$ cat config.mk
export PLATFORM = sky130hd
export DESIGN_NAME = ddr_wr_burst_sched_flat
export DESIGN_NICKNAME = d
export VERILOG_FILES = /design/src/rtl/ddr_wr_burst_sched_if.sv /design/src/rtl/ddr_wr_burst_sched.sv /design/src/flat_wrapper.sv
export SDC_FILE = /design/constraint.sdc
export NUM_CORES = 1
export LEC_CHECK = 0
export ABC_AREA = 1
export BUFFER_PORTS_ARGS = -buffer_cell sky130_fd_sc_hd__buf_2
export CAP_MARGIN = 20
export CORE_ASPECT_RATIO = 0.7
export CORE_MARGIN = 8
export CORE_UTILIZATION = 58
export CTS_BUF_LIST = sky130_fd_sc_hd__clkbuf_8 sky130_fd_sc_hd__clkbuf_16
export DETAILED_ROUTE_END_ITERATION = 16
export GPL_TIMING_DRIVEN = 0
export PLACE_DENSITY = 0.89
export SYNTH_ARGS = -nofsm -noshare
export SYNTH_HDL_FRONTEND = slang
export SYNTH_SLANG_ARGS = --single-unit
$ cat constraint.sdc
create_clock -name clk -period 34.9 [get_ports clk]
set_input_delay 3.49 -clock clk [delete_from_list [all_inputs] [get_ports clk]]
set_output_delay 3.49 -clock clk [all_outputs]
set_load 0.005 [all_outputs]
$ cat src/rtl/ddr_wr_burst_sched_if.sv
// Bundle of every signal between the burst scheduler and its neighbours: the
// video FIFO read side, the DDR command/write-data ports, and frame status.
// The master modport is the scheduler; the slave modport is the environment.
interface ddr_wr_burst_sched_if #(
  parameter int DATA_W = 256,
  parameter int WL_W   = 8,
  parameter int ADDR_W = 28
);
  logic              frame_start;
  logic              fifo_rd_en;
  logic [DATA_W-1:0] fifo_rd_data;
  logic              fifo_rd_empty;
  logic [WL_W-1:0]   fifo_rd_water_level;
  logic              cmd_valid;
  logic              cmd_ready;
  logic [ADDR_W-1:0] cmd_addr;
  logic [7:0]        cmd_len;
  logic              wdata_valid;
  logic              wdata_ready;
  logic [DATA_W-1:0] wdata;
  logic              wdata_last;
  logic              frame_done;
  logic [1:0]        frame_idx;
  logic              frame_err;

  modport master (
    input  frame_start, fifo_rd_data, fifo_rd_empty, fifo_rd_water_level,
           cmd_ready, wdata_ready,
    output fifo_rd_en, cmd_valid, cmd_addr, cmd_len, wdata_valid, wdata,
           wdata_last, frame_done, frame_idx, frame_err
  );

  modport slave (
    output frame_start, fifo_rd_data, fifo_rd_empty, fifo_rd_water_level,
           cmd_ready, wdata_ready,
    input  fifo_rd_en, cmd_valid, cmd_addr, cmd_len, wdata_valid, wdata,
           wdata_last, frame_done, frame_idx, frame_err
  );
endinterface

$ cat src/rtl/ddr_wr_burst_sched.sv
// DDR write burst scheduler: drains the video FIFO in bursts once enough words
// are buffered, walks linear addresses through a frame buffer and rotates
// through FRAME_NUM buffers. Read data passes through a 2-entry skid buffer so
// DDR backpressure never loses a word already requested from the FIFO.
module ddr_wr_burst_sched #(
  parameter int                DATA_W       = 256,
  parameter int                WL_W         = 8,
  parameter int                ADDR_W       = 28,
  parameter int                BURST_LEN    = 16,
  parameter int                FRAME_WORDS  = 129600,
  parameter logic [ADDR_W-1:0] FRAME_BASE   = 28'h0000000,
  parameter logic [ADDR_W-1:0] FRAME_STRIDE = 28'h0800000,
  parameter int                FRAME_NUM    = 3
) (
  input logic                   clk,
  input logic                   rst,
  ddr_wr_burst_sched_if.master  bus
);
  localparam int CNT_W = $clog2(FRAME_WORDS + 1);
  localparam int LEN_W = 7;
  localparam int BYTES = DATA_W / 8;

  typedef enum logic [1:0] {IDLE, WAIT, CMD, DATA} state_t;

  state_t            state, state_nxt;
  logic [CNT_W-1:0]  word_cnt, remain, word_sum;
  logic [LEN_W-1:0]  blen_now, blen_r, beat_cnt, rd_cnt;
  logic [1:0]        frame_idx_q;
  logic              pending, inflight;
  logic [DATA_W-1:0] skid_mem [2];
  logic              skid_wp, skid_rp;
  logic [1:0]        skid_cnt;
  logic [2:0]        occ_after;
  logic              wdata_valid_int, wdata_last_int, beat_xfer, last_xfer;
  logic              frame_end, restart;
  logic              rd_en, cmd_valid_int;
  logic              clr_word, add_word, start_burst, latch_blen, set_err, set_done;
  logic              frame_done_q, frame_err_q;
  logic [ADDR_W-1:0] addr_now;

  assign remain    = CNT_W'(FRAME_WORDS) - word_cnt;
  assign blen_now  = (remain < CNT_W'(BURST_LEN)) ? LEN_W'(remain) : LEN_W'(BURST_LEN);
  assign word_sum  = word_cnt + CNT_W'(blen_r);
  assign addr_now  = FRAME_BASE + ADDR_W'(frame_idx_q) * FRAME_STRIDE
                   + ADDR_W'(word_cnt) * ADDR_W'(BYTES);

  assign wdata_valid_int = (skid_cnt != 2'd0);
  assign wdata_last_int  = wdata_valid_int && (beat_cnt == blen_r - LEN_W'(1));
  assign beat_xfer       = wdata_valid_int && bus.wdata_ready;
  assign last_xfer       = beat_xfer && wdata_last_int;
  assign frame_end       = last_xfer && (word_sum == CNT_W'(FRAME_WORDS));
  assign restart         = pending || bus.frame_start;
  // Occupancy the skid will hold next cycle, crediting a beat leaving now so
  // a read can be issued every cycle while the DDR side keeps up.
  assign occ_after = 3'(skid_cnt) + 3'(inflight) - 3'(beat_xfer);

  // State register
  always_ff @(posedge clk or posedge rst) begin
    if (rst) state <= IDLE;
    else     state <= state_nxt;
  end

  // Next-state decode plus the per-cycle control strobes for the datapath
  always_comb begin
    state_nxt     = state;
    rd_en         = 1'b0;
    cmd_valid_int = 1'b0;
    clr_word      = 1'b0;
    add_word      = 1'b0;
    start_burst   = 1'b0;
    latch_blen    = 1'b0;
    set_err       = 1'b0;
    set_done      = 1'b0;
    case (state)
      IDLE: begin
        if (bus.frame_start) begin
          state_nxt = WAIT;
          clr_word  = 1'b1;
        end
      end
      WAIT: begin
        if (bus.frame_start) begin
          set_err  = 1'b1;
          clr_word = 1'b1;
        end else if (bus.fifo_rd_water_level >= WL_W'(blen_now)) begin
          latch_blen = 1'b1;
          state_nxt  = CMD;
        end
      end
      CMD: begin
        cmd_valid_int = 1'b1;
        if (bus.cmd_ready) begin
          start_burst = 1'b1;
          state_nxt   = DATA;
        end else if (bus.frame_start) begin
          set_err   = 1'b1;
          clr_word  = 1'b1;
          state_nxt = WAIT;
        end
      end
      DATA: begin
        rd_en = !bus.fifo_rd_empty && (rd_cnt < blen_r) && (occ_after < 3'd2);
        if (last_xfer) begin
          add_word = 1'b1;
          if (frame_end) begin
            set_done  = 1'b1;
            state_nxt = restart ? WAIT : IDLE;
            clr_word  = restart;
          end else if (restart) begin
            set_err   = 1'b1;
            clr_word  = 1'b1;
            state_nxt = WAIT;
          end else begin
            state_nxt = WAIT;
          end
        end
      end
      default: state_nxt = IDLE;
    endcase
  end

  // Frame/burst counters, restart bookkeeping and status pulses
  always_ff @(posedge clk or posedge rst) begin
    if (rst) begin
      word_cnt     <= '0;
      blen_r       <= '0;
      beat_cnt     <= '0;
      rd_cnt       <= '0;
      pending      <= 1'b0;
      frame_idx_q  <= '0;
      frame_done_q <= 1'b0;
      frame_err_q  <= 1'b0;
    end else begin
      if (clr_word)      word_cnt <= '0;
      else if (add_word) word_cnt <= word_sum;
      if (latch_blen) blen_r <= blen_now;
      if (start_burst) begin
        beat_cnt <= '0;
        rd_cnt   <= '0;
        pending  <= bus.frame_start;
      end else begin
        if (beat_xfer) beat_cnt <= beat_cnt + LEN_W'(1);
        if (rd_en)     rd_cnt   <= rd_cnt + LEN_W'(1);
        if (state == DATA) begin
          if (last_xfer)            pending <= 1'b0;
          else if (bus.frame_start) pending <= 1'b1;
        end
      end
      if (set_done)
        frame_idx_q <= (frame_idx_q == 2'(FRAME_NUM - 1)) ? 2'd0 : frame_idx_q + 2'd1;
      frame_done_q <= set_done;
      frame_err_q  <= set_err;
    end
  end

  // Two-entry skid buffer catching FIFO data one cycle after each read
  always_ff @(posedge clk or posedge rst) begin
    if (rst) begin
      inflight    <= 1'b0;
      skid_mem[0] <= '0;
      skid_mem[1] <= '0;
      skid_wp     <= 1'b0;
      skid_rp     <= 1'b0;
      skid_cnt    <= '0;
    end else begin
      inflight <= rd_en;
      if (inflight) begin
        skid_mem[skid_wp] <= bus.fifo_rd_data;
        skid_wp           <= ~skid_wp;
      end
      if (beat_xfer) skid_rp <= ~skid_rp;
      skid_cnt <= 2'(occ_after);
    end
  end

  assign bus.fifo_rd_en  = rd_en;
  assign bus.cmd_valid   = cmd_valid_int;
  assign bus.cmd_addr    = (state == CMD) ? addr_now : '0;
  assign bus.cmd_len     = (state == CMD) ? 8'(blen_r - LEN_W'(1)) : 8'd0;
  assign bus.wdata_valid = wdata_valid_int;
  assign bus.wdata       = wdata_valid_int ? skid_mem[skid_rp] : '0;
  assign bus.wdata_last  = wdata_last_int;
  assign bus.frame_done  = frame_done_q;
  assign bus.frame_err   = frame_err_q;
  assign bus.frame_idx   = frame_idx_q;
endmodule
$ cat src/flat_wrapper.sv
// flat-port wrapper written by rule: the top's interface ports become plain ports
module ddr_wr_burst_sched_flat 
#(
  parameter int                DATA_W       = 256,
  parameter int                WL_W         = 8,
  parameter int                ADDR_W       = 28,
  parameter int                BURST_LEN    = 16,
  parameter int                FRAME_WORDS  = 129600,
  parameter logic [ADDR_W-1:0] FRAME_BASE   = 28'h0000000,
  parameter logic [ADDR_W-1:0] FRAME_STRIDE = 28'h0800000,
  parameter int                FRAME_NUM    = 3
)
  (clk, rst, bus_frame_start, bus_fifo_rd_data, bus_fifo_rd_empty, bus_fifo_rd_water_level, bus_cmd_ready, bus_wdata_ready, bus_fifo_rd_en, bus_cmd_valid, bus_cmd_addr, bus_cmd_len, bus_wdata_valid, bus_wdata, bus_wdata_last, bus_frame_done, bus_frame_idx, bus_frame_err);
  ddr_wr_burst_sched_if #(.DATA_W(DATA_W), .WL_W(WL_W), .ADDR_W(ADDR_W)) bus_i ();
  input logic clk;
  input logic rst;
  input wire logic [$bits(bus_i.frame_start)-1:0] bus_frame_start;
  input wire logic [$bits(bus_i.fifo_rd_data)-1:0] bus_fifo_rd_data;
  input wire logic [$bits(bus_i.fifo_rd_empty)-1:0] bus_fifo_rd_empty;
  input wire logic [$bits(bus_i.fifo_rd_water_level)-1:0] bus_fifo_rd_water_level;
  input wire logic [$bits(bus_i.cmd_ready)-1:0] bus_cmd_ready;
  input wire logic [$bits(bus_i.wdata_ready)-1:0] bus_wdata_ready;
  output wire logic [$bits(bus_i.fifo_rd_en)-1:0] bus_fifo_rd_en;
  output wire logic [$bits(bus_i.cmd_valid)-1:0] bus_cmd_valid;
  output wire logic [$bits(bus_i.cmd_addr)-1:0] bus_cmd_addr;
  output wire logic [$bits(bus_i.cmd_len)-1:0] bus_cmd_len;
  output wire logic [$bits(bus_i.wdata_valid)-1:0] bus_wdata_valid;
  output wire logic [$bits(bus_i.wdata)-1:0] bus_wdata;
  output wire logic [$bits(bus_i.wdata_last)-1:0] bus_wdata_last;
  output wire logic [$bits(bus_i.frame_done)-1:0] bus_frame_done;
  output wire logic [$bits(bus_i.frame_idx)-1:0] bus_frame_idx;
  output wire logic [$bits(bus_i.frame_err)-1:0] bus_frame_err;
  assign bus_i.frame_start = bus_frame_start;
  assign bus_i.fifo_rd_data = bus_fifo_rd_data;
  assign bus_i.fifo_rd_empty = bus_fifo_rd_empty;
  assign bus_i.fifo_rd_water_level = bus_fifo_rd_water_level;
  assign bus_i.cmd_ready = bus_cmd_ready;
  assign bus_i.wdata_ready = bus_wdata_ready;
  assign bus_fifo_rd_en = bus_i.fifo_rd_en;
  assign bus_cmd_valid = bus_i.cmd_valid;
  assign bus_cmd_addr = bus_i.cmd_addr;
  assign bus_cmd_len = bus_i.cmd_len;
  assign bus_wdata_valid = bus_i.wdata_valid;
  assign bus_wdata = bus_i.wdata;
  assign bus_wdata_last = bus_i.wdata_last;
  assign bus_frame_done = bus_i.frame_done;
  assign bus_frame_idx = bus_i.frame_idx;
  assign bus_frame_err = bus_i.frame_err;
  ddr_wr_burst_sched #(.DATA_W(DATA_W), .WL_W(WL_W), .ADDR_W(ADDR_W), .BURST_LEN(BURST_LEN), .FRAME_WORDS(FRAME_WORDS), .FRAME_BASE(FRAME_BASE), .FRAME_STRIDE(FRAME_STRIDE), .FRAME_NUM(FRAME_NUM)) u_core (.clk(clk), .rst(rst), .bus(bus_i));
endmodule
Yosys cells after proc, flatten, opt, wreduce, memory -nomap -nowiden
Index checks and enable logic that the tools add are counted.
{ "totals": {"regBits": 562, "latch_bits": 0, "mem_bits_rw": 0, "rom_bits": 0, "mem_count": 0} }
{ "op_classes": {"addsub": 10, "mul": 0, "div_mod_pow": 0, "magnitude_cmp": 7, "eq_ne": 9, "shift": 0, "mux": 50, "bitwise": 4, "reduce_logical": 19} }
{ "op_table": {"columns": ["operator", "count"], "rows": [
  ["$mux W256", 5],
  ["$bwmux W512", 1],
  ["$demux W256 S1", 1],
  ["$mux W7", 5],
  ["$mux W17", 2],
  ["$mux W28", 1],
  ["$add A25 B22 Y26", 1],
  ["$mux W1", 24],
  ["$add A17 B7 Y17", 1],
  ["$eq A17 B17 Y1 const B", 1],
  ["$lt A17 B5 Y1 const B", 1],
  ["$sub A17 B17 Y17 const A", 1],
  ["$add A7 B1 Y7 const B", 2],
  ["$mux W2", 7],
  ["$reduce_bool A2 Y1", 5],
  ["$ge A8 B7 Y1", 1],
  ["$mux W8", 1],
  ["$pmux W2 S4", 1],
  ["$sub A7 B1 Y8 const B", 1],
  ["$eq A7 B7 Y1", 1],
  ["$logic_and A1 B1 Y1", 7],
  ["$lt A7 B7 Y1", 1],
  ["$sub A7 B1 Y7 const B", 1],
  ["$eq A2 B2 Y1 const B", 3],
  ["19 further kinds", 24]
]} }

Logic depth before layout (Yosys ltp)
Gate-level depths: netlist (run 1).
{ "logic_depth": {"depth_word": 9, "ltp_mapped": 24} }

Worst setup path after synthesis (run 1)
Ideal clock, no wire load.
{ "synth_path": {"path_type": "input to output", "startpoint": "input port bus_wdata_ready", "endpoint": "output port bus_fifo_rd_en", "arrival_ns": 5.346, "t_required_ns": 31.410, "path_slack_ns": 26.064, "cell_stages": 11, "path_cell_list": "nand2_1 -> inv_2 -> ha_1 -> inv_1 -> ha_1 -> inv_1 -> fa_1 -> nand3_1 -> nor4_1 -> nand2_1 -> inv_1"} }
{ "synth_via": {"elab_chain_len": 5} }
{ "synth_lines": {"columns": ["item", "line_no", "source"], "rows": [
  ["from (decl)", "flat_wrapper.sv:22", "input wire logic [$bits(bus_i.wdata_ready)-1:0] bus_wdata_ready;"],
  ["$logic_and A1 B1 Y1", "ddr_wr_burst_sched.sv:49", "assign beat_xfer = wdata_valid_int && bus.wdata_ready;"],
  ["via u_core.beat_xfer", "ddr_wr_burst_sched.sv:34", "logic wdata_valid_int, wdata_last_int, beat_xfer, last_xfer;"],
  ["$sub A3 B1 Y3", "ddr_wr_burst_sched.sv:55", "assign occ_after = 3'(skid_cnt) + 3'(inflight) - 3'(beat_xfer);"],
  ["$lt A3 B2 Y1", "ddr_wr_burst_sched.sv:102", "rd_en = !bus.fifo_rd_empty && (rd_cnt < blen_r) && (occ_after < 3'd2);"],
  ["$logic_and A1 B1 Y1", "ddr_wr_burst_sched.sv:102", null],
  ["$mux W1", "ddr_wr_burst_sched.sv:74", "case (state)"],
  ["to (decl)", "flat_wrapper.sv:23", "output wire logic [$bits(bus_i.fifo_rd_en)-1:0] bus_fifo_rd_en;"]
]} }
The timed path passes the listed nets, and every way through them passes these cells.

Worst setup path after layout (run 1)
Same ends and word-level chain as after synthesis.

==> impl_metrics.tcl, run 1 <==
set metrics [dict create \
    status "finished clean" \
    grt_pass1_wl_um 145000 \
    route.detailed.drc 0 \
    dpl.hpwl_um 68100 \
    clockPowerShare 0.185 \
    first_global_vias 26200 \
    regArea_um2 14100 \
    synthArstFlopShare 1.00 \
    start_kind "input port" \
    rsz0062_at_grt "no" \
    synth.avg_cell_area_um2 7.65 \
    drtAntennaViolNets 0 \
    min_path_type "reg2reg" \
    cap_violations 0 \
    crit_path_end_kind "primary output" \
    clock_skew_ns 0.0277 \
    p_leak_nw 17.5 \
    core.rowCount 66 \
    cts_tree "built" \
    slew_viol_final 0 \
    fillCellCount 3582 \
    dieHeight_um 196 \
    pwr-share-seq 0.366 \
    holdBufCountCts 0 \
    fin_crit_sh 0.276 \
    core_area_um2 46100 \
    fin_crit_ns 9.64 \
    crit_family "adder cells" \
    synthFlopType "dfrtp_1" \
    synth-edff-count 0 \
    cts.path.max_buffers 3 \
    globalplace.congestion 0.985 \
    critPathMaxStageDelay_ns 0.52 \
    final_area_um2 32300 \
    power.internal_mw 1.81 \
    crit_slowest_cell "fa_1" \
    dp.cells 4695 \
    p_switching_mw 1.33 \
    p_per_area_nw_per_um2 97.0 \
    yosysWarnings 0 \
    clkSinkCount 562 \
    num-nets-final 4434 \
    cp.arrival_ns 6.15 \
    cts_resized 0 \
    slew_headroom 0.368 \
    postSynthCellCount 3510 \
    cp_common_cell "inv_1" \
    grt_start_max_net_pins 134 \
    hold_viol 0 \
    vdd_ir_drop_max_mv 0.0594 \
    cts-root-buf "clkbuf_16" \
    initialDrtViolationCount 3222 \
    cp.required_ns 31.41 \
    post_drt_wl_per_cell_um 19.5 \
    firstDrtPassIters 7 \
    seq_area_frac_synth 0.523 \
    setup_viol 0 \
    clkLatencyLatePin_ns 0.58 \
    tightest_slew_ns 0.948 \
    routed_wl_um 93800 \
    vias 27200 \
    dpl-instance-area_um2 30600 \
    cts-buffers-inserted 51 \
    swShare 0.425 \
    grtUsageTotal 0.336 \
    finalNonFillerCells 4803 \
    power_mw 3.14 \
    cp_num_buf_inv 6 \
    fp.dieW_um 273 \
    worstPathMaxFanout 8 \
    grt_overflow 0 \
    die_area_um2 53600 \
    cp_cell_sequence "buf_2 -> nand2_1 -> inv_2 -> ha_1 -> inv_1 -> ha_1 -> inv_1 -> fa_1 -> nand3_1 -> nor4_1 -> nand2_1 -> inv_1 -> buf_2" \
    multi_input_area_um2 10500 \
    cts.clk_slew.worst_paths_ns 0.06 \
    finalSetupTns_ns 0 \
    pwr-share-comb 0.449 \
    h-tree-depth 2 \
    syn_area_um2 26900 \
    initial_core_util 0.583 \
    synth_cell_types 45 \
    setup_ws_ns 25.26 \
    antenna_found_initial 23 \
    pin_count 570 \
    fmax_mhz 104 \
    numPortBuffers 560 \
    drive_above_1_share 0.165 \
    post_drt_via_cell_ratio 5.66 \
    postCtsSetupRepairBufs 0 \
    dp_slack_ns 25.26 \
    ys_ff_latch 562 \
    critical_path_class "in2out" \
    syn_to_final_growth_pct 20.4 \
]
-- flip-flops by register name, indices dropped and copies added (netlist names), 2 cells and up --
name                  flops
u_core.blen_r             7
u_core.skid_cnt           2
u_core.state              2
u_core.word_cnt          17
u_core.bus.frame_idx      2
u_core.skid_mem         512
u_core.beat_cnt           7
u_core.rd_cnt             7
-- logic make-up after synthesis --
logic type | after synthesis | share of synthesized area
and+or+nand+nor | 1491 | 0.219
AOI/OAI and AO/OA | 828 | 0.155
buffers and inverters | 591 | 0.0861
DFF | 562 | 0.523
adders and majority gates | 28 | 0.0136
xor gates and xnor gates | 8 | 0.00261
other | 2 | 0.000280
-- layer usage --
layer / wire (um) / track usage
met1: 36500 / 0.447
met2: 42100 / 0.514
met3: 10300 / 0.0935
met4: 4660 / 0.148
met5: 109 / 0
-- final timing paths --
check,start,endpoint,slack [ns],cells past startpoint
worst max-delay path,bus_wdata_ready,bus_fifo_rd_en,25.26,13
worst min-delay path,u_core.skid_mem[80],u_core.skid_mem[80],0.48,2
worst max register to register,u_core.skid_cnt[1],u_core.rd_cnt[3],30.86,16
worst min register to register,u_core.skid_mem[80],u_core.skid_mem[80],0.48,2
max in group asynchronous,rst,u_core.skid_mem[4],29.74,5
min in group asynchronous,rst,u_core.skid_mem[91],2.96,2
-- cell usage after synthesis, types with 3 or more instances --
library cell | number | share of area
clkbuf_1 | 181 | 0.025
nor4_1 | 3 | 0.00070
a21oi_1 | 293 | 0.055
nand3_1 | 70 | 0.013
inv_2 | 4 | 0.00056
o21ai_0 | 526 | 0.098
ha_1 | 26 | 0.012
xor2_1 | 6 | 0.0020
nand2_1 | 1278 | 0.18
dfrtp_1 | 562 | 0.52
nand2_2 | 3 | 0.00070
buf_1 | 21 | 0.0029
inv_1 | 363 | 0.051
nand4_1 | 18 | 0.0042
nor2_1 | 85 | 0.012
nor2_2 | 7 | 0.0016
nor3_1 | 11 | 0.0020
nor2_4 | 3 | 0.0013
buf_4 | 16 | 0.0045
-- metrics by stage --
| step | util | hold WS [ns] |
|---|---|---|
| after floorplan | - | 0.453 |
| after global routing | 0.702 | 0.499 |
| after detailed placement | 0.664 | 0.473 |
| after CTS | 0.701 | 0.488 |
| final | 0.702 | 0.484 |
| after global placement | 0.661 | 0.464 |
-- power groups by stage --
stage	Clock, mW	Sequential [mW]	Combinational (mW)
floorplan	0	1.11	0.768
global placement	0	1.13	1.33
detailed placement	0	1.14	1.37
CTS	0.582	1.14	1.39
global route	0.609	1.18	1.56
finish	0.581	1.15	1.41
-- worst min-delay path: cells and delay by family (launching register included) --
family,cells,cell delay (ns)
compound gates,1,0.06
flops,1,0.34
simple gates,1,0.05
-- area by class of cell --
cell class,count,share of cell area
Clock buffer,62,0.0445
Multi-Input combinational cell,2366,0.325
Antenna cell,15,0.00116
Timing Repair Buffer,564,0.0900
Inverter,369,0.0431
Sequential cell,562,0.435
Clock inverter,31,0.00886
Tap cell,612,0.0237
Buffer,222,0.0286
-- cells in the final DEF, fill, tap and decap left out, types with 5 or more instances in the layout --
master,count
nand2_1,1278
diode_2,15
nand3_1,70
a21oi_1,293
buf_2,561
clkbuf_1,181
o21ai_0,526
clkinv_2,7
buf_4,16
bufinv_16,5
nor2_1,85
xor2_1,6
nor2_2,7
clkbuf_8,10
nor3_1,11
nand4_1,18
clkbuf_16,52
dfrtp_1,562
buf_1,21
conb_1,11
inv_1,376
ha_1,26
Power figures use the tool's default switching activity.
==> run 2: changes to the inputs <==
--- a/config.mk
+++ b/config.mk
@@ -5,16 +5,16 @@
 export SDC_FILE = /design/constraint.sdc
 export NUM_CORES = 1
 export LEC_CHECK = 0
-export ABC_AREA = 1
+export ABC_AREA = 0
 export BUFFER_PORTS_ARGS = -buffer_cell sky130_fd_sc_hd__buf_2
 export CAP_MARGIN = 20
 export CORE_ASPECT_RATIO = 0.7
 export CORE_MARGIN = 8
-export CORE_UTILIZATION = 58
+export CORE_UTILIZATION = 50
 export CTS_BUF_LIST = sky130_fd_sc_hd__clkbuf_8 sky130_fd_sc_hd__clkbuf_16
 export DETAILED_ROUTE_END_ITERATION = 16
 export GPL_TIMING_DRIVEN = 0
-export PLACE_DENSITY = 0.89
+export PLACE_DENSITY = 0.82
 export SYNTH_ARGS = -nofsm -noshare
 export SYNTH_HDL_FRONTEND = slang
 export SYNTH_SLANG_ARGS = --single-unit
==> constraint.sdc (replaced) <==
create_clock -name clk -period 8.1 [get_ports clk]
set_input_delay 0.81 -clock clk [delete_from_list [all_inputs] [get_ports clk]]
set_output_delay 0.81 -clock clk [all_outputs]
set_load 0.005 [all_outputs]
==> impl_metrics.tcl, run 2 <==
set metrics [dict create \
    numPortBuffers 560 \
    dpl-instance-area_um2 30600 \
    cp.arrival_ns 4.17 \
    cts.path.max_buffers 3 \
    top_register "u_core.skid_mem" \
    antenna_found_initial 32 \
    postSynthCellCount 2115 \
    dp_slack_ns 3.66 \
    min_path_type "in2async" \
    num-nets-final 3051 \
    grt_pass1_wl_um 121000 \
    setup_viol 0 \
    route.detailed.drc 0 \
    p_leak_nw 15.9 \
    clockPowerShare 0.204 \
    yosysWarnings 0 \
    slew_headroom 0.262 \
    postCtsSetupRepairBufs 0 \
    cts-root-buf "clkbuf_16" \
    p_per_area_nw_per_um2 402 \
    dieHeight_um 209 \
    fin_util 0.620 \
    clock_skew_ns 0.0302 \
    initial_core_util 0.507 \
    cts_tree "built" \
    swShare 0.357 \
    cts_resized 0 \
    p_switching_mw 4.66 \
    pin_count 570 \
    core.rowCount 70 \
    synth_compound_area_frac 0.0228 \
    final_cell_mix "564 x buf_2, 562 x dfrtp_1, 513 x mux2_2" \
    fin_crit_sh 0.615 \
    cts.clk_slew.worst_paths_ns 0.06 \
    routed_wl_um 78100 \
    reg2reg_depth 19 \
    synthTopCellsByCount "562 x dfrtp_1, 513 x mux2_2, 317 x nor2_1" \
    pwr-share-seq 0.368 \
    synthMuxAreaShare 0.316 \
    synth-simple-area-share 0.0743 \
    cap_violations 0 \
    vias 19300 \
    post_drt_via_cell_ratio 5.51 \
    reg_top3 "u_core.skid_mem (512), u_core.word_cnt (17)" \
    ys_ff_latch 562 \
    synthFlopType "dfrtp_1" \
    grt_overflow 0 \
    globalplace.congestion 0.873 \
    synth_adder_area_share 0.0138 \
    synth_xor_area_frac 0.0169 \
    die_area_um2 60900 \
    setup_ws_ns 3.12 \
    fmax_mhz 201 \
    vdd_ir_drop_max_mv 0.290 \
    rr_endpoint "u_core.blen_r[1]" \
    yosys-top-cells-area "dfrtp_1 53%, mux2_2 22%, mux2i_1 9.8%" \
    syn_area_um2 26600 \
    dp.cells 3383 \
    synth_cell_types 75 \
    drive_above_1_share 0.438 \
    synth.avg_cell_area_um2 12.6 \
    finalNonFillerCells 3504 \
    synth_top_cell_by_area "dfrtp_1" \
    synthArstFlopShare 1.00 \
    mostFrequentLayoutCell "buf_2" \
    cp.required_ns 7.29 \
    synth_top_family_by_area "multiplexers" \
    worstPathMaxFanout 10 \
    power.internal_mw 8.41 \
    grtUsageTotal 0.247 \
    grt_start_max_net_pins 47 \
    slew_viol_final 0 \
    h-tree-depth 2 \
    initialDrtViolationCount 1115 \
    firstDrtPassIters 5 \
    tightest_slew_ns 1.11 \
    synth-edff-count 0 \
    pwr-share-comb 0.428 \
    core_area_um2 52400 \
    largest_reg_flops 512 \
    holdBufCountCts 0 \
    reg2reg_from "u_core.word_cnt[1]" \
    first_global_vias 20900 \
    start_kind "register" \
    cts-buffers-inserted 52 \
    finalSetupTns_ns 0 \
    status "finished clean" \
    final_area_um2 32500 \
    synth_top_area_share 0.529 \
    fp.dieW_um 291 \
    fin_crit_ns 4.98 \
    reg2reg_slack_ns 3.61 \
    drtAntennaViolNets 0 \
    crit_path_end_kind "primary output" \
    critical_path_class "reg2out" \
    clkSinkCount 562 \
    syn_to_final_growth_pct 22.3 \
    dpl.hpwl_um 60000 \
    hold_viol 0 \
    post_drt_wl_per_cell_um 22.3 \
    clkLatencyLatePin_ns 0.61 \
    synth.most_common_cell "dfrtp_1" \
    rsz0062_at_grt "no" \
    seq_area_frac_synth 0.529 \
]
[run 2: cell type report]
class	count	area [um^2]
fill	4025	19900
sequential	562	14100
multi-input combinational	1392	11800
timing repair buffer	575	3100
clock buffer	65	1480
tap	684	856
buffer	143	598
clock inverter	32	395
inverter	27	105
antenna	24	60.1
[run 2: worst max-delay path, stage by stage, from the launching register on]
cell and delay [ns]:
dfrtp_1 0.43, nor2_1 0.79, inv_2 0.11, nand2_1 0.22
inv_2 0.14, ha_1 0.31, inv_1 0.05, ha_1 0.13
inv_1 0.05, fa_1 0.38, xnor2_1 0.16, nand3_1 0.15
a21oi_2 0.40, buf_2 0.27
[run 2: power by group through the flow]
stage	registers (mW)	clock network (mW)	logic (mW)
after floorplan	4.62	0	3.45
after global placement	4.72	0	5.41
after detailed placement	4.82	0	5.61
after CTS	4.79	2.71	5.65
after global routing	4.95	2.83	6.08
final	4.81	2.66	5.59
[run 2: worst max-delay path by stage]
stage          slack, ns  cells after the start                    to          startpoint
3_3_place_gp       -2.82                      2  u_core.skid_mem[160]                 rst
3_5_place_dp        3.66                     13        bus_fifo_rd_en  u_core.skid_cnt[1]
2_1_floorplan      -0.36                      1    u_core.beat_cnt[0]                 rst
5_1_grt             2.82                     13        bus_fifo_rd_en  u_core.skid_cnt[1]
6_report            3.12                     13        bus_fifo_rd_en  u_core.skid_cnt[1]
4_1_cts             3.01                     13        bus_fifo_rd_en  u_core.skid_cnt[1]
[run 2: routing by layer]
layer,vias to the layer above,routed length [um],track usage
met4,18,2560,0.0921
met1,9863,32100,0.308
met5,-,111,0
met3,170,5140,0.0620
li1,8624,-,-
met2,616,38200,0.414
[run 2: kinds of logic (layout without fill, tap and decap cells)]
group / Yosys count / in the layout
muxes: 774 / 774
DFF: 562 / 562
and+or+nand+nor: 448 / 448
buffers and inverters: 170 / 842
AOI/OAI and AO/OA: 88 / 88
xor gates and xnor gates: 43 / 43
adders and majority gates: 28 / 28
other: 2 / 35
[run 2: metrics by stage]
| stage | power, mW | hold slack [ns] |
|---|---|---|
| 4_1_cts | 13.2 | 0.288 |
| 3_5_place_dp | 10.4 | 0.477 |
| 2_1_floorplan | 8.07 | 0.460 |
| 3_3_place_gp | 10.1 | 0.478 |
| 6_report | 13.1 | 0.321 |
| 5_1_grt | 13.9 | 0.323 |
